### src/rtl/misr_pkg.sv
// misr_pkg: shared definitions for the adder response compactor.
//   MISR_W        signature / data word width (Cout plus 4-bit Sum)
//   DEFAULT_POLY  feedback taps for x^5 + x^2 + 1
//   DEFAULT_SEED  signature value loaded at the start of a run
//   state_e       run-control FSM states
//   misr_step     one MISR update: shift left, fold in taps on MSB out, XOR in data
package misr_pkg;

   localparam int unsigned MISR_W = 5;

   localparam logic [MISR_W-1:0] DEFAULT_POLY = 5'h05;
   localparam logic [MISR_W-1:0] DEFAULT_SEED = 5'h00;

   typedef enum logic [1:0] {
      StIdle    = 2'd0,
      StCompact = 2'd1,
      StDone    = 2'd2
   } state_e;

   function automatic logic [MISR_W-1:0] misr_step(input logic [MISR_W-1:0] sig,
                                                   input logic [MISR_W-1:0] d,
                                                   input logic [MISR_W-1:0] poly);
      logic [MISR_W-1:0] fb;
      fb = sig[MISR_W-1] ? poly : '0;
      return {sig[MISR_W-2:0], 1'b0} ^ fb ^ d;
   endfunction

endpackage

### src/rtl/misr_core.sv
// misr_core: 5-bit multiple-input signature register.
// Parameters: SEED (value loaded on reset/load), POLY (feedback taps).
// Ports:
//   clk       clock, rising edge
//   rst       synchronous active-high reset, loads SEED
//   load      reload SEED (takes priority over enable)
//   enable    fold d into the signature this cycle
//   d         data word to compact
//   sig       registered signature
//   sig_next  signature the register would take if enabled (for end-of-run compare)
module misr_core
   import misr_pkg::*;
#(
   parameter logic [MISR_W-1:0] SEED = DEFAULT_SEED,
   parameter logic [MISR_W-1:0] POLY = DEFAULT_POLY
) (
   input  logic              clk,
   input  logic              rst,
   input  logic              load,
   input  logic              enable,
   input  logic [MISR_W-1:0] d,
   output logic [MISR_W-1:0] sig,
   output logic [MISR_W-1:0] sig_next
);

   logic [MISR_W-1:0] sig_q;

   always_comb begin
      sig_next = misr_step(sig_q, d, POLY);
   end

   always_ff @(posedge clk) begin
      if (rst) begin
         sig_q <= SEED;
      end else if (load) begin
         sig_q <= SEED;
      end else if (enable) begin
         sig_q <= sig_next;
      end
   end

   assign sig = sig_q;

endmodule

### src/rtl/adder_misr.sv
// adder_misr: compacts NUM_PATTERNS adder results {Cout, Sum} into a MISR signature and
// compares it with a golden value at the end of the run.
// Optional build macro: MISR_X_MASK_EN adds x_mask; set bits zero the matching data bits.
// Ports:
//   clk, rst      clock and synchronous active-high reset
//   start         begin a run (ignored while a run is in progress)
//   in_valid      sum_in/cout_in carry a result this cycle
//   sum_in        adder Sum
//   cout_in       adder Cout
//   expected_sig  golden signature, sampled on the final accepted pattern
//   x_mask        (MISR_X_MASK_EN only) per-bit data mask
//   busy          run in progress
//   done          run complete, pass valid
//   pass          final signature matched expected_sig
//   signature     current MISR contents
//   count         patterns accepted this run
module adder_misr
   import misr_pkg::*;
#(
   parameter int unsigned       NUM_PATTERNS = 16,
   parameter logic [MISR_W-1:0] SEED         = DEFAULT_SEED,
   parameter logic [MISR_W-1:0] POLY         = DEFAULT_POLY
) (
   input  logic                              clk,
   input  logic                              rst,
   input  logic                              start,
   input  logic                              in_valid,
   input  logic [3:0]                        sum_in,
   input  logic                              cout_in,
   input  logic [MISR_W-1:0]                 expected_sig,
`ifdef MISR_X_MASK_EN
   input  logic [MISR_W-1:0]                 x_mask,
`endif
   output logic                              busy,
   output logic                              done,
   output logic                              pass,
   output logic [MISR_W-1:0]                 signature,
   output logic [$clog2(NUM_PATTERNS+1)-1:0] count
);

   localparam int unsigned CW   = $clog2(NUM_PATTERNS + 1);
   localparam logic [CW-1:0] LAST = CW'(NUM_PATTERNS - 1);

   state_e            state_q, state_d;
   logic [CW-1:0]     count_q, count_d;
   logic              pass_q, pass_d;
   logic              load, enable;
   logic [MISR_W-1:0] d;
   logic [MISR_W-1:0] sig_next;

`ifdef MISR_X_MASK_EN
   assign d = {cout_in, sum_in} & ~x_mask;
`else
   assign d = {cout_in, sum_in};
`endif

   misr_core #(
      .SEED (SEED),
      .POLY (POLY)
   ) u_core (
      .clk      (clk),
      .rst      (rst),
      .load     (load),
      .enable   (enable),
      .d        (d),
      .sig      (signature),
      .sig_next (sig_next)
   );

   always_comb begin
      state_d = state_q;
      count_d = count_q;
      pass_d  = pass_q;
      load    = 1'b0;
      enable  = 1'b0;
      unique case (state_q)
         StIdle, StDone: begin
            // A new run reseeds and clears the previous verdict.
            if (start) begin
               state_d = StCompact;
               load    = 1'b1;
               count_d = '0;
               pass_d  = 1'b0;
            end
         end
         StCompact: begin
            if (in_valid) begin
               enable  = 1'b1;
               count_d = count_q + CW'(1);
               if (count_q == LAST) begin
                  state_d = StDone;
                  pass_d  = (sig_next == expected_sig);
               end
            end
         end
         default: state_d = StIdle;
      endcase
   end

   always_ff @(posedge clk) begin
      if (rst) begin
         state_q <= StIdle;
         count_q <= '0;
         pass_q  <= 1'b0;
      end else begin
         state_q <= state_d;
         count_q <= count_d;
         pass_q  <= pass_d;
      end
   end

   assign busy  = (state_q == StCompact);
   assign done  = (state_q == StDone);
   assign pass  = pass_q;
   assign count = count_q;

endmodule

### config.mk
export PLATFORM = sky130hd
export DESIGN_NAME = adder_misr
export DESIGN_NICKNAME = d
export VERILOG_FILES = /design/src/rtl/misr_pkg.sv /design/src/rtl/misr_core.sv /design/src/rtl/adder_misr.sv
export SDC_FILE = /design/constraint.sdc
export NUM_CORES = 1
export LEC_CHECK = 0
export BUFFER_PORTS_ARGS = -buffer_cell sky130_fd_sc_hd__buf_4
export CAP_MARGIN = 20
export CELL_PAD_IN_SITES_DETAIL_PLACEMENT = 0
export CELL_PAD_IN_SITES_GLOBAL_PLACEMENT = 1
export CORE_MARGIN = 4
export CORE_UTILIZATION = 32
export DETAILED_ROUTE_END_ITERATION = 7
export PLACE_DENSITY_LB_ADDON = 0.25
export SLEW_MARGIN = 40
export SYNTH_ARGS = -nofsm -noshare
export SYNTH_HDL_FRONTEND = slang
export SYNTH_SLANG_ARGS = --single-unit
### constraint.sdc
create_clock -name clk -period 1.6 [get_ports clk]
set_input_delay 0.24 -clock clk [delete_from_list [all_inputs] [get_ports clk]]
set_output_delay 0.24 -clock clk [all_outputs]
set_load 0.05 [all_outputs]
==> impl_results.md, run 1 <==
* Ys flop type: dfxtp_1
* CTS tree: done
* Clk slew on worst S/H paths at 0.08 ns
* Post-route ant nets at 0
* Post-Syn Instances at 75
* WL final at 1.538 mm
* Critical Path Start Type: flip-flop
* Rel. slew slack at 79.33%
* Initial Utilization at 33.80%
* Leakage power at 0.4126 nW
* Final setup TNS at 0 ns
* Buffers on Ports at 26
* Crit Path Max Fanout at 4
* Status: finished, final reports clean
* CP max stage cell: dfxtp_2
* Most used cell, CP: ha_1
* Vias in the first global route at 575
* H-Tree Depth at 1
* Initial DRC Count at 7
* Period utilization at between 90% and 100%
* Clk buf depth at 2
* Synth Area per Inst at 8.842 um^2
* Critical Path RT at 1.80 ns
* Cell taking the most area after synthesis: dfxtp_1
* Vias at 616
* Fmax at between 600 and 700 MHz
* EDFF count, synth at 0
* Critical path class: reg -> reg
* Most common cell in the synthesized netlist: dfxtp_1
* Synthesized cell area at between 600 and 700 um^2
* Reg-to-reg startpoint: count[0]
* Max-slew violation count at 0
* VDD IR max at slightly above 0.0003 V
* #FFs+latches synth at 13
* Share of the synthesized area in the top cell type at slightly below 40%
* Largest net degree at the start of global routing at 9
* Shortest period the worst path allows at ~1.5 ns
* Mapped Nets at approximately 90
* YS warnings at 0
* CP startpoint: count[0]
* Final core occ at approximately half
* Drt wl/cell at about 11 um
* ANT cells at 0
* Hold path startpoint: rst
* Worst hold path type: in -> reg
* FFs w/ async S/R, synth at 0%
* CP Cell Sequence: ha_1, and3_1, ha_1, nand4b_1, nor2_1, nand4_1, o21ai_0
* Die Y-Extent at 53.52 um
* Sink Count at 13
* Slew @ Worst Pin at slightly above 0.3 ns
* Inserted Clock Buffers at 3
* Final setup violation count at 0
* # rows at 16
* Register area share after synthesis at 39.25%
* Die area at 2864 um^2
* Final hold violation count at 0
* Vias/cell at between 4 and 5
* Power Density at 735.8 nW/um^2
* Max Cap Viol at 0
* Clock Latency Late Sink at 0.27 ns
* RSZ-0062 raised after global routing: no
* Area Growth Syn to Fin at 43.21%
* Synth area leaders: dfxtp_1, xor2_1, xnor2_1
* Root Buffer Master: clkbuf_4
* First-pass GRT wire length at 2.463 mm
* Placeable Area at 1962 um^2
* CP peak stage delay at 0.37 ns
* Final RePlAce weighted congestion at 0.7499
* Crit end category: flip-flop
* Dpl hpwl at 1.197 mm
* Worst Skew at 0.001325 ns
* Die width at 53.52 um
* Initial antenna violation count at 0
* DRC at 0
* Unique masters post-synth at 27
* Num ports at 27
* Top post-synthesis cells by count: dfxtp_1, nor2_1, xor2_1, xnor2_1, a21oi_1
* Nets at 125
* Pre-antenna DRT Iters at 4
* Tot GR Track Use at 12.08%
* WP data arrival at between 1.5 and 2 ns
* Overflow after GRT at 0
* Ratio of cells with drive above 1 in the final layout at around 34%
## final cells by class
cell class / instances / area, um^2
Fill cell: 234 / 1012
Sequential cell: 13 / 262.8
Inverter: 1 / 3.754
Clock buffer: 4 / 26.28
Tap cell: 27 / 33.78
Multi-Input combinational cell: 59 / 390.4
Timing Repair Buffer: 31 / 232.7
## layout by cell type (no fill, tap or decap), types with 2 or more instances in the layout
cell / instances
xor2_1: 7
nor2b_1: 2
a21oi_1: 5
dfxtp_2: 2
nand2_1: 2
clkbuf_4: 3
nor2_1: 12
ha_1: 2
xnor2_1: 6
nand3_1: 2
a211oi_1: 4
buf_4: 31
o21ai_0: 3
mux2i_1: 2
dfxtp_1: 11
## critical path: cells and delay by family, from the launching register on
kind	cells	cell delay (ns)
compound gates	1	0.15
flops	1	0.37
fa+ha+maj	2	0.35
simple gates	4	0.58
## logic make-up (layout without fill, tap and decap cells)
family	after synthesis	count (layout)	share of synthesized area (%)
adder cells (fa/ha/maj)	2	2	3.773
AO/OA/AOI/OAI	13	13	11.70
AND/OR/NAND/NOR	29	29	23.21
multiplexers	2	2	3.019
XOR/XNOR	13	13	17.17
flip-flops	13	13	39.25
buffers and inverters	3	36	1.885
## timing repair
| item | in CTS | in global routing |
|---|---|---|
| endpoints found under the setup margin | 0 | 1 |
| hold buffers | 0 | 0 |
| gates resized for setup | 0 | 0 |
| setup buffers | 0 | 2 |
## registers in the layout, summed over array words and instances (netlist names)
name	count
count	5
pass	1
state_q	2
u_core.sig	5
## per-stage QoR
stage | area (um^2) | instances | hold slack, ns | power [mW] | worst slack (ns)
2_1_floorplan | 665.6 | 75 | 0.3017 | 0.4404 | 0.03568
3_3_place_gp | 908.4 | 129 | 0.4563 | 0.5003 | 0.07864
3_5_place_dp | 908.4 | 129 | 0.4598 | 0.5010 | 0.06358
4_1_cts | 934.6 | 133 | 0.1598 | 0.7101 | 0.01262
5_1_grt | 949.7 | 135 | 0.1551 | 0.7412 | 0.01981
6_report | 949.7 | 135 | 0.1668 | 0.6988 | 0.08648
## per-layer routing
layer	global-route usage [%]	wire length, um	vias up
met2	18.37	719	13
met3	2.817	65	4
met4	7.660	27	0
met5	0	0	-
met1	15.15	725	277
li1	-	-	322
## power breakdown
group	switching [mW]	internal, mW
Clock	0.110	0.0965
Sequential	0.00959	0.332
Combinational	0.0821	0.0687
Total	0.202	0.497
## worst paths after layout
check             endpoint  slack, ns  cells after the start
hold reg to reg   count[1]       0.48                      2
setup / recovery      pass       0.09                      7
setup reg to reg      pass       0.09                      7
hold / removal    count[1]       0.17                      2
No activity file was read; power rests on OpenSTA's default activity.
==> run 2: changes to the inputs <==
--- a/config.mk
+++ b/config.mk
@@ -10,7 +10,7 @@
 export CELL_PAD_IN_SITES_DETAIL_PLACEMENT = 0
 export CELL_PAD_IN_SITES_GLOBAL_PLACEMENT = 1
 export CORE_MARGIN = 4
-export CORE_UTILIZATION = 32
+export CORE_UTILIZATION = 35
 export DETAILED_ROUTE_END_ITERATION = 7
 export PLACE_DENSITY_LB_ADDON = 0.25
 export SLEW_MARGIN = 40
==> constraint.sdc (replaced) <==
create_clock -name clk -period 1.9 [get_ports clk]
set_input_delay 0.285 -clock clk [delete_from_list [all_inputs] [get_ports clk]]
set_output_delay 0.285 -clock clk [all_outputs]
set_load 0.05 [all_outputs]
==> run 2 against run 1 <==
Cell area down 4.5%. First-iteration DRC count fell by 86%. Fmax shrank 2.7%. Total power down 18%. Cell count shrank 5.2%.
==> impl_results.md, run 2 (synthesized netlist as in run 1, its figures left out) <==
* Status: finished, final reports clean
* CP startpoint: state_q[0]
* Pre-antenna DRT Iters at 2 (-2)
* Final setup TNS at 0 ns (unchanged)
* Area Growth Syn to Fin at 36.79%
* Die Y-Extent at 51.53 um (-3.7%)
* Vias in the first global route at 588 (+2.3%)
* Die area at 2655 um^2 (-7.3%)
* Final hold violation count at 0 (unchanged)
* Period utilization at 81.91% (-13 points)
* Total setup buffers inserted after CTS at 0 (unchanged)
* Clk slew on worst S/H paths at 0.08 ns (about the same)
* Area after DPL at 880.8 um^2 (-3.0%)
* Largest net degree at the start of global routing at 13 (+4)
* ANT cells at 0 (unchanged)
* Initial antenna violation count at 0 (unchanged)
* Hold Crit Endpoint: state_q[1]
* Power Density at 632.3 nW/um^2 (-14%)
* R2R depth at 4 (-3)
* Nets at 120 (-4.0%)
* DP Cell Count at 124 (-3.9%)
* Final setup violation count at 0 (unchanged)
* First-pass GRT wire length at 2.442 mm (-0.85%)
* Most common cell after layout, fill and taps aside: buf_4
* WL final at 1.451 mm (-5.7%)
* # fillers at 187 (-20%)
* Sink Count at 13 (unchanged)
* CTS tree: done
* RSZ-0062 raised after global routing: no
* Clk buf depth at 2 (unchanged)
* Final core occ at 51.42% (+3.0 points)
* Crit Path Max Fanout at 12 (+8)
* Dpl hpwl at 1.143 mm (-4.5%)
* Most frequent cells in the layout: buf_4, dfxtp_1, nor2_1
* Slew @ Worst Pin at 0.4696 ns (+0.1595 ns)
* Worst Skew at 0.004980 ns (+0.003655 ns)
* Hold path startpoint: rst
* Critical Path RT at 2.09 ns (+0.29 ns)
* H-Tree Depth at 1 (unchanged)
* WP data arrival at 1.75 ns (+0.03 ns)
* VDD IR max at 0.0002858 V (-6.6%)
* Drt wl/cell at 11.34 um (-0.50%)
* Max Cap Viol at 0 (unchanged)
* Critical Path Start Type: flip-flop
* # rows at 15 (-1)
* Initial Utilization at 37.59% (+3.8 points)
* Worst R2R End: count[3]
* Initial DRC Count at 1 (-6)
* Crit end category: flip-flop
* DRC at 0 (unchanged)
* Hold path depth at 2 (unchanged)
* Reg area at 260.3 um^2 (-0.95%)
* CP peak stage delay at 0.48 ns (+0.11 ns)
* Shortest period the worst path allows at 1.556 ns (+0.04279 ns)
* Area of the multi-input gates at 390.4 um^2 (unchanged)
* Num ports at 27 (unchanged)
* Post_cts resized at 0 (unchanged)
* Hold_buf cts at 0 (unchanged)
* Fmax at 642.5 MHz (-2.7%)
* Delay-heaviest family, CP: simple AND/OR/NAND/NOR gates
* Root Buffer Master: clkbuf_4
* Flop-to-flop setup slack at 0.34 ns (+0.26 ns)
* CP Cell Sequence: and3b_1, nor2_2, or3_1, a21oi_1
* Leakage power at 0.3878 nW (-6.0%)
* Critical path class: reg -> reg
* Crit path buffers/inverters at 0 (unchanged)
* Buffers on Ports at 26 (unchanged)
* CP max stage cell: and3b_1
* Rel. slew slack at 68.70% (-11 points)
* Vias/cell at 4.570 (+0.16%)
* Max-slew violation count at 0 (unchanged)
* Final instance area at 907.1 um^2 (-4.5%)
* Inserted Clock Buffers at 3 (unchanged)
* Final RePlAce weighted congestion at 0.7604 (+1.4%)
* Placeable Area at 1764 um^2 (-10%)
* Post-route ant nets at 0 (unchanged)
* Die width at 51.53 um (-3.7%)
* Reg-to-reg startpoint: state_q[0]
* Clock Latency Late Sink at 0.26 ns (about the same)
* Ratio of cells with drive above 1 in the final layout at 29.13% (-5.1 points)
* Vias at 585 (-5.0%)
* Tot GR Track Use at 12.13% (+0.051 points)
* Overflow after GRT at 0 (unchanged)
* Worst hold path type: in -> reg
* Layout Cells excl Fill at 128 (-5.2%)
==> run 2: cell count changes in the layout (fill, tap and decap cells not counted) <==
cell     delta
dfxtp_1     +2
dfxtp_2     -2
buf_4       -5
==> run 2: layer usage <==
| metal | global-route usage (%) | vias up | wire (um) |
|---|---|---|---|
| li1 | - | 313 | - |
| met1 | 15.22 | 255 | 687 |
| met2 | 19.92 | 15 | 669 |
| met3 | 2.579 | 2 | 79 |
| met4 | 5.240 | 0 | 14 |
| met5 | 0 | - | 0 |
==> run 2: worst max-delay path by stage <==
| stage | endpoint | slack [ns] | cells after the start |
|---|---|---|---|
| 6_report | count[3] | 0.34 | 4 |
| 5_1_grt | count[3] | 0.19 | 4 |
| 4_1_cts | count[3] | 0.33 | 4 |
| 3_5_place_dp | count[3] | 0.38 | 4 |
| 3_3_place_gp | count[3] | 0.37 | 4 |
| 2_1_floorplan | count[4] | 0.19 | 6 |
==> run 2: final cells by class <==
type | count | area share (%)
multi-input cells | 59 | 43.03
well taps | 25 | 3.448
flip-flops and latches | 13 | 28.69
repair buffers | 26 | 21.52
clock buffers | 4 | 2.897
inverters | 1 | 0.4138
==> run 2: metrics by stage <==
stage               setup WS [ns]  total power [mW]  hold slack (ns)
floorplan                  0.1866            0.3706           0.3541
global placement           0.3738            0.4170           0.4763
detailed placement         0.3788            0.4174           0.4747
CTS                        0.3346            0.5833           0.2133
global route               0.1881            0.6055           0.2224
finish                     0.3437            0.5736           0.2210
==> run 2: report_power, final <==
part	internal [mW]	total [mW]	switching (mW)
clock	0.0810	0.163	0.0823
combinational	0.0531	0.123	0.0697
sequential	0.279	0.287	0.00808
==> run 3: changes to the inputs <==
--- a/config.mk
+++ b/config.mk
@@ -5,12 +5,13 @@
 export SDC_FILE = /design/constraint.sdc
 export NUM_CORES = 1
 export LEC_CHECK = 0
+export ABC_AREA = 1
 export BUFFER_PORTS_ARGS = -buffer_cell sky130_fd_sc_hd__buf_4
 export CAP_MARGIN = 20
 export CELL_PAD_IN_SITES_DETAIL_PLACEMENT = 0
 export CELL_PAD_IN_SITES_GLOBAL_PLACEMENT = 1
 export CORE_MARGIN = 4
-export CORE_UTILIZATION = 35
+export CORE_UTILIZATION = 29
 export DETAILED_ROUTE_END_ITERATION = 7
 export PLACE_DENSITY_LB_ADDON = 0.25
 export SLEW_MARGIN = 40
==> constraint.sdc (replaced) <==
create_clock -name clk -period 1.3 [get_ports clk]
set_input_delay 0.195 -clock clk [delete_from_list [all_inputs] [get_ports clk]]
set_output_delay 0.195 -clock clk [all_outputs]
set_load 0.05 [all_outputs]
==> run 3 against run 2 <==
The flow now finishes with violations (negative setup slack). Worst hold slack lost 0.12 ns. Non-clock buffer count increased by 7. Sequential power is 44% higher. Critical path depth up 2. First-iteration DRC count grew to 26 times the previous value. Cell area increased by 28%. Global-route usage fell by 1.0 points. Wire length up 25%. Utilization decreased by 5.9 points. Total power increased by 59%. Setup slack worse by 0.34 ns. Critical endpoint is now count[4]. Largest cell class unchanged.
==> impl_results.md, run 3 <==
* Mapped Nets at 139 (+53%)
* ANT cells at 0 (unchanged)
* Layout Cells excl Fill at 189 (+48%)
* WL final at 1.815 mm (+25%)
* CP max stage cell: dfxtp_4
* Slew @ Worst Pin at 0.2220 ns (-0.2476 ns)
* Post-route ant nets at 0 (unchanged)
* # rows at 18 (+3)
* Placeable Area at 2545 um^2 (+44%)
* Critical path class: reg -> reg
* R2R depth at 6 (+2)
* Overflow after GRT at 0 (unchanged)
* #FFs+latches synth at 13 (unchanged)
* Pre-antenna DRT Iters at 3 (+1)
* Die width at 60.30 um (+17%)
* Final setup violation count at 1 (+1)
* Power Density at 788.3 nW/um^2 (+25%)
* Critical Path Start Type: flip-flop
* Synth area leaders: dfxtp_1, nand2_1, inv_1
* Violated checks: negative setup slack
* Pre-CTS WS at -0.02045 ns (-0.3993 ns)
* Reg power frac at 45.4% (-4.7 points)
* Worst Skew at 0.002803 ns (-0.002177 ns)
* CP Cell Sequence: ha_4, inv_2, nor3_2, ha_1, or2_0, a21oi_1
* Nets at 176 (+47%)
* Initial DRC Count at 26 (+25)
* Period utilization at 100.0% (+18 points)
* Most common cell after layout, fill and taps aside: nand2_1
* Max-slew violation count at 0 (unchanged)
* Switching share of power at 31.92% (+4.0 points)
* Initial antenna violation count at 0 (unchanged)
* Final setup TNS at -0.0006168 ns (-0.0006168 ns)
* Drt wl/cell at 9.603 um (-15%)
* Largest net degree at the start of global routing at 13 (unchanged)
* Fmax at 768.9 MHz (+20%)
* YS warnings at 0 (unchanged)
* Status: finished with violations
* Crit end category: flip-flop
* Hold path depth at 2 (unchanged)
* Share of the synthesized area in the top cell type at 32.81% (-6.4 points)
* Vias/cell at 4.481 (-1.9%)
* Num ports at 27 (unchanged)
* EDFF count, synth at 0 (unchanged)
* Clock power frac at 28.0% (-0.5 points)
* CTS tree: done
* Clk slew on worst S/H paths at 0.08 ns (about the same)
* Hold_buf cts at 0 (unchanged)
* Int Power at 621.9 uW (+50%)
* Rel. slew slack at 85.17% (+16 points)
* First-pass GRT wire length at 3.049 mm (+25%)
* WP data arrival at 1.51 ns (-0.24 ns)
* Die area at 3636 um^2 (+37%)
* Dpl hpwl at 1.468 mm (+28%)
* RSZ-0062 raised after global routing: yes
* H-Tree Depth at 1 (unchanged)
* Clk buf depth at 2 (unchanged)
* Shortest period the worst path allows at 1.301 ns (-0.2557 ns)
* DP Cell Count at 182 (+47%)
* Vias in the first global route at 731 (+24%)
* Root Buffer Master: clkbuf_4
* Max Cap Viol at 0 (unchanged)
* FFs w/ async S/R, synth at 0% (unchanged)
* Critical Path RT at 1.51 ns (-0.58 ns)
* Die Y-Extent at 60.30 um (+17%)
* Clock Latency Late Sink at 0.28 ns (+0.02 ns)
* Ratio of cells with drive above 1 in the final layout at 34.59% (+5.5 points)
* Vias at 847 (+45%)
* Crit Path Max Fanout at 2 (-10)
* Initial Utilization at 31.17% (-6.4 points)
* Buffers on Ports at 26 (unchanged)
* Unique masters post-synth at 17 (-37%)
* DRC at 0 (unchanged)
* Worst hold path type: in -> reg
* Area Growth Syn to Fin at 46.06%
* Most common cell in the synthesized netlist: nand2_1
* Register area share after synthesis at 32.81% (-6.4 points)
* Cell taking the most area after synthesis: dfxtp_1
* CP peak stage delay at 0.36 ns (-0.12 ns)
* Inserted Clock Buffers at 3 (unchanged)
* Final hold violation count at 0 (unchanged)
* Post-Syn Instances at 123 (+64%)
* Total power at 913.4 uW (+59%)
* Comb pwr share at 26.6% (+5.2 points)
* Top post-synthesis cells by count: nand2_1, inv_1, dfxtp_1, nor2_1, a21oi_1
* VDD IR max at 0.0004904 V (+72%)
* Synthesized cell area at 793.3 um^2 (+20%)
* Ys flop type: dfxtp_1
* Leakage power at 0.5573 nW (+44%)
* Most frequent cells in the layout: nand2_1, buf_4, inv_1
* Synth Area per Inst at 6.449 um^2 (-27%)
* Final WS setup at -0.0006168 ns (-0.3443 ns)
* Final RePlAce weighted congestion at 0.7543 (-0.80%)
* Tot GR Track Use at 11.13% (-1.0 points)
* Net Sw Power at 291.5 uW (+82%)
* Sink Count at 13 (unchanged)
[run 3: repair_timing]
| item | CTS | global route |
|---|---|---|
| resized for setup | 4 | 3 |
| pin swaps | 0 | 1 |
| endpoints found under the setup margin | 3 | 5 |
| setup buffers | 1 | 2 |
[run 3: logic make-up after synthesis]
logic type / synth area share (%)
compound gates: 13.56
fa+ha+maj: 3.154
buf+inv: 12.78
flops: 32.81
simple gates: 37.70
[run 3: cell type report]
| class | count | area (um^2) |
|---|---|---|
| clock buffers | 4 | 26.28 |
| fillers | 286 | 1386 |
| inverters | 24 | 90.09 |
| multi-input cells | 85 | 459.2 |
| flip-flops and latches | 13 | 277.8 |
| well taps | 30 | 37.54 |
| repair buffers | 33 | 267.8 |
[run 3: path summary, 6_finish.rpt]
path / start / end / slack, ns
max: count[0] / count[4] / -0.0006
max reg2reg: count[0] / count[4] / -0.0006
min: rst / count[1] / 0.10
min reg2reg: u_core.sig[2] / u_core.sig[2] / 0.50
[run 3: per-stage QoR]
stage / instance area, um^2 / util, % / hold WS [ns]
after detailed placement: 1091 / 42.87 / 0.3900
final: 1159 / 45.53 / 0.1030
after floorplan: 827.0 / - / 0.2544
after CTS: 1139 / 44.74 / 0.09558
after global placement: 1091 / 42.87 / 0.3919
after global routing: 1159 / 45.53 / 0.09902
[run 3: critical path, delay by kind of cell, from the launching register on]
kind	cells	cell delay, ns
AND/OR/NAND/NOR	2	0.33
flip-flops	1	0.36
adder cells (fa/ha/maj)	2	0.37
buffers and inverters	1	0.04
AO/OA/AOI/OAI	1	0.13
[run 3: power groups by stage]
| stage | logic [mW] | registers, mW | clock network (mW) |
|---|---|---|---|
| after detailed placement | 0.233 | 0.424 | 0 |
| after CTS | 0.238 | 0.414 | 0.267 |
| after global routing | 0.270 | 0.417 | 0.287 |
| after global placement | 0.232 | 0.423 | 0 |
| final | 0.243 | 0.414 | 0.256 |
| after floorplan | 0.113 | 0.457 | 0 |
[run 3: layer usage]
| layer | wire [um] | up-vias | global-route usage [%] |
|---|---|---|---|
| met5 | 0 | - | 0 |
| met4 | 38 | 0 | 6.646 |
| li1 | - | 460 | - |
| met3 | 120 | 4 | 1.944 |
| met1 | 889 | 364 | 15.19 |
| met2 | 767 | 19 | 16.20 |
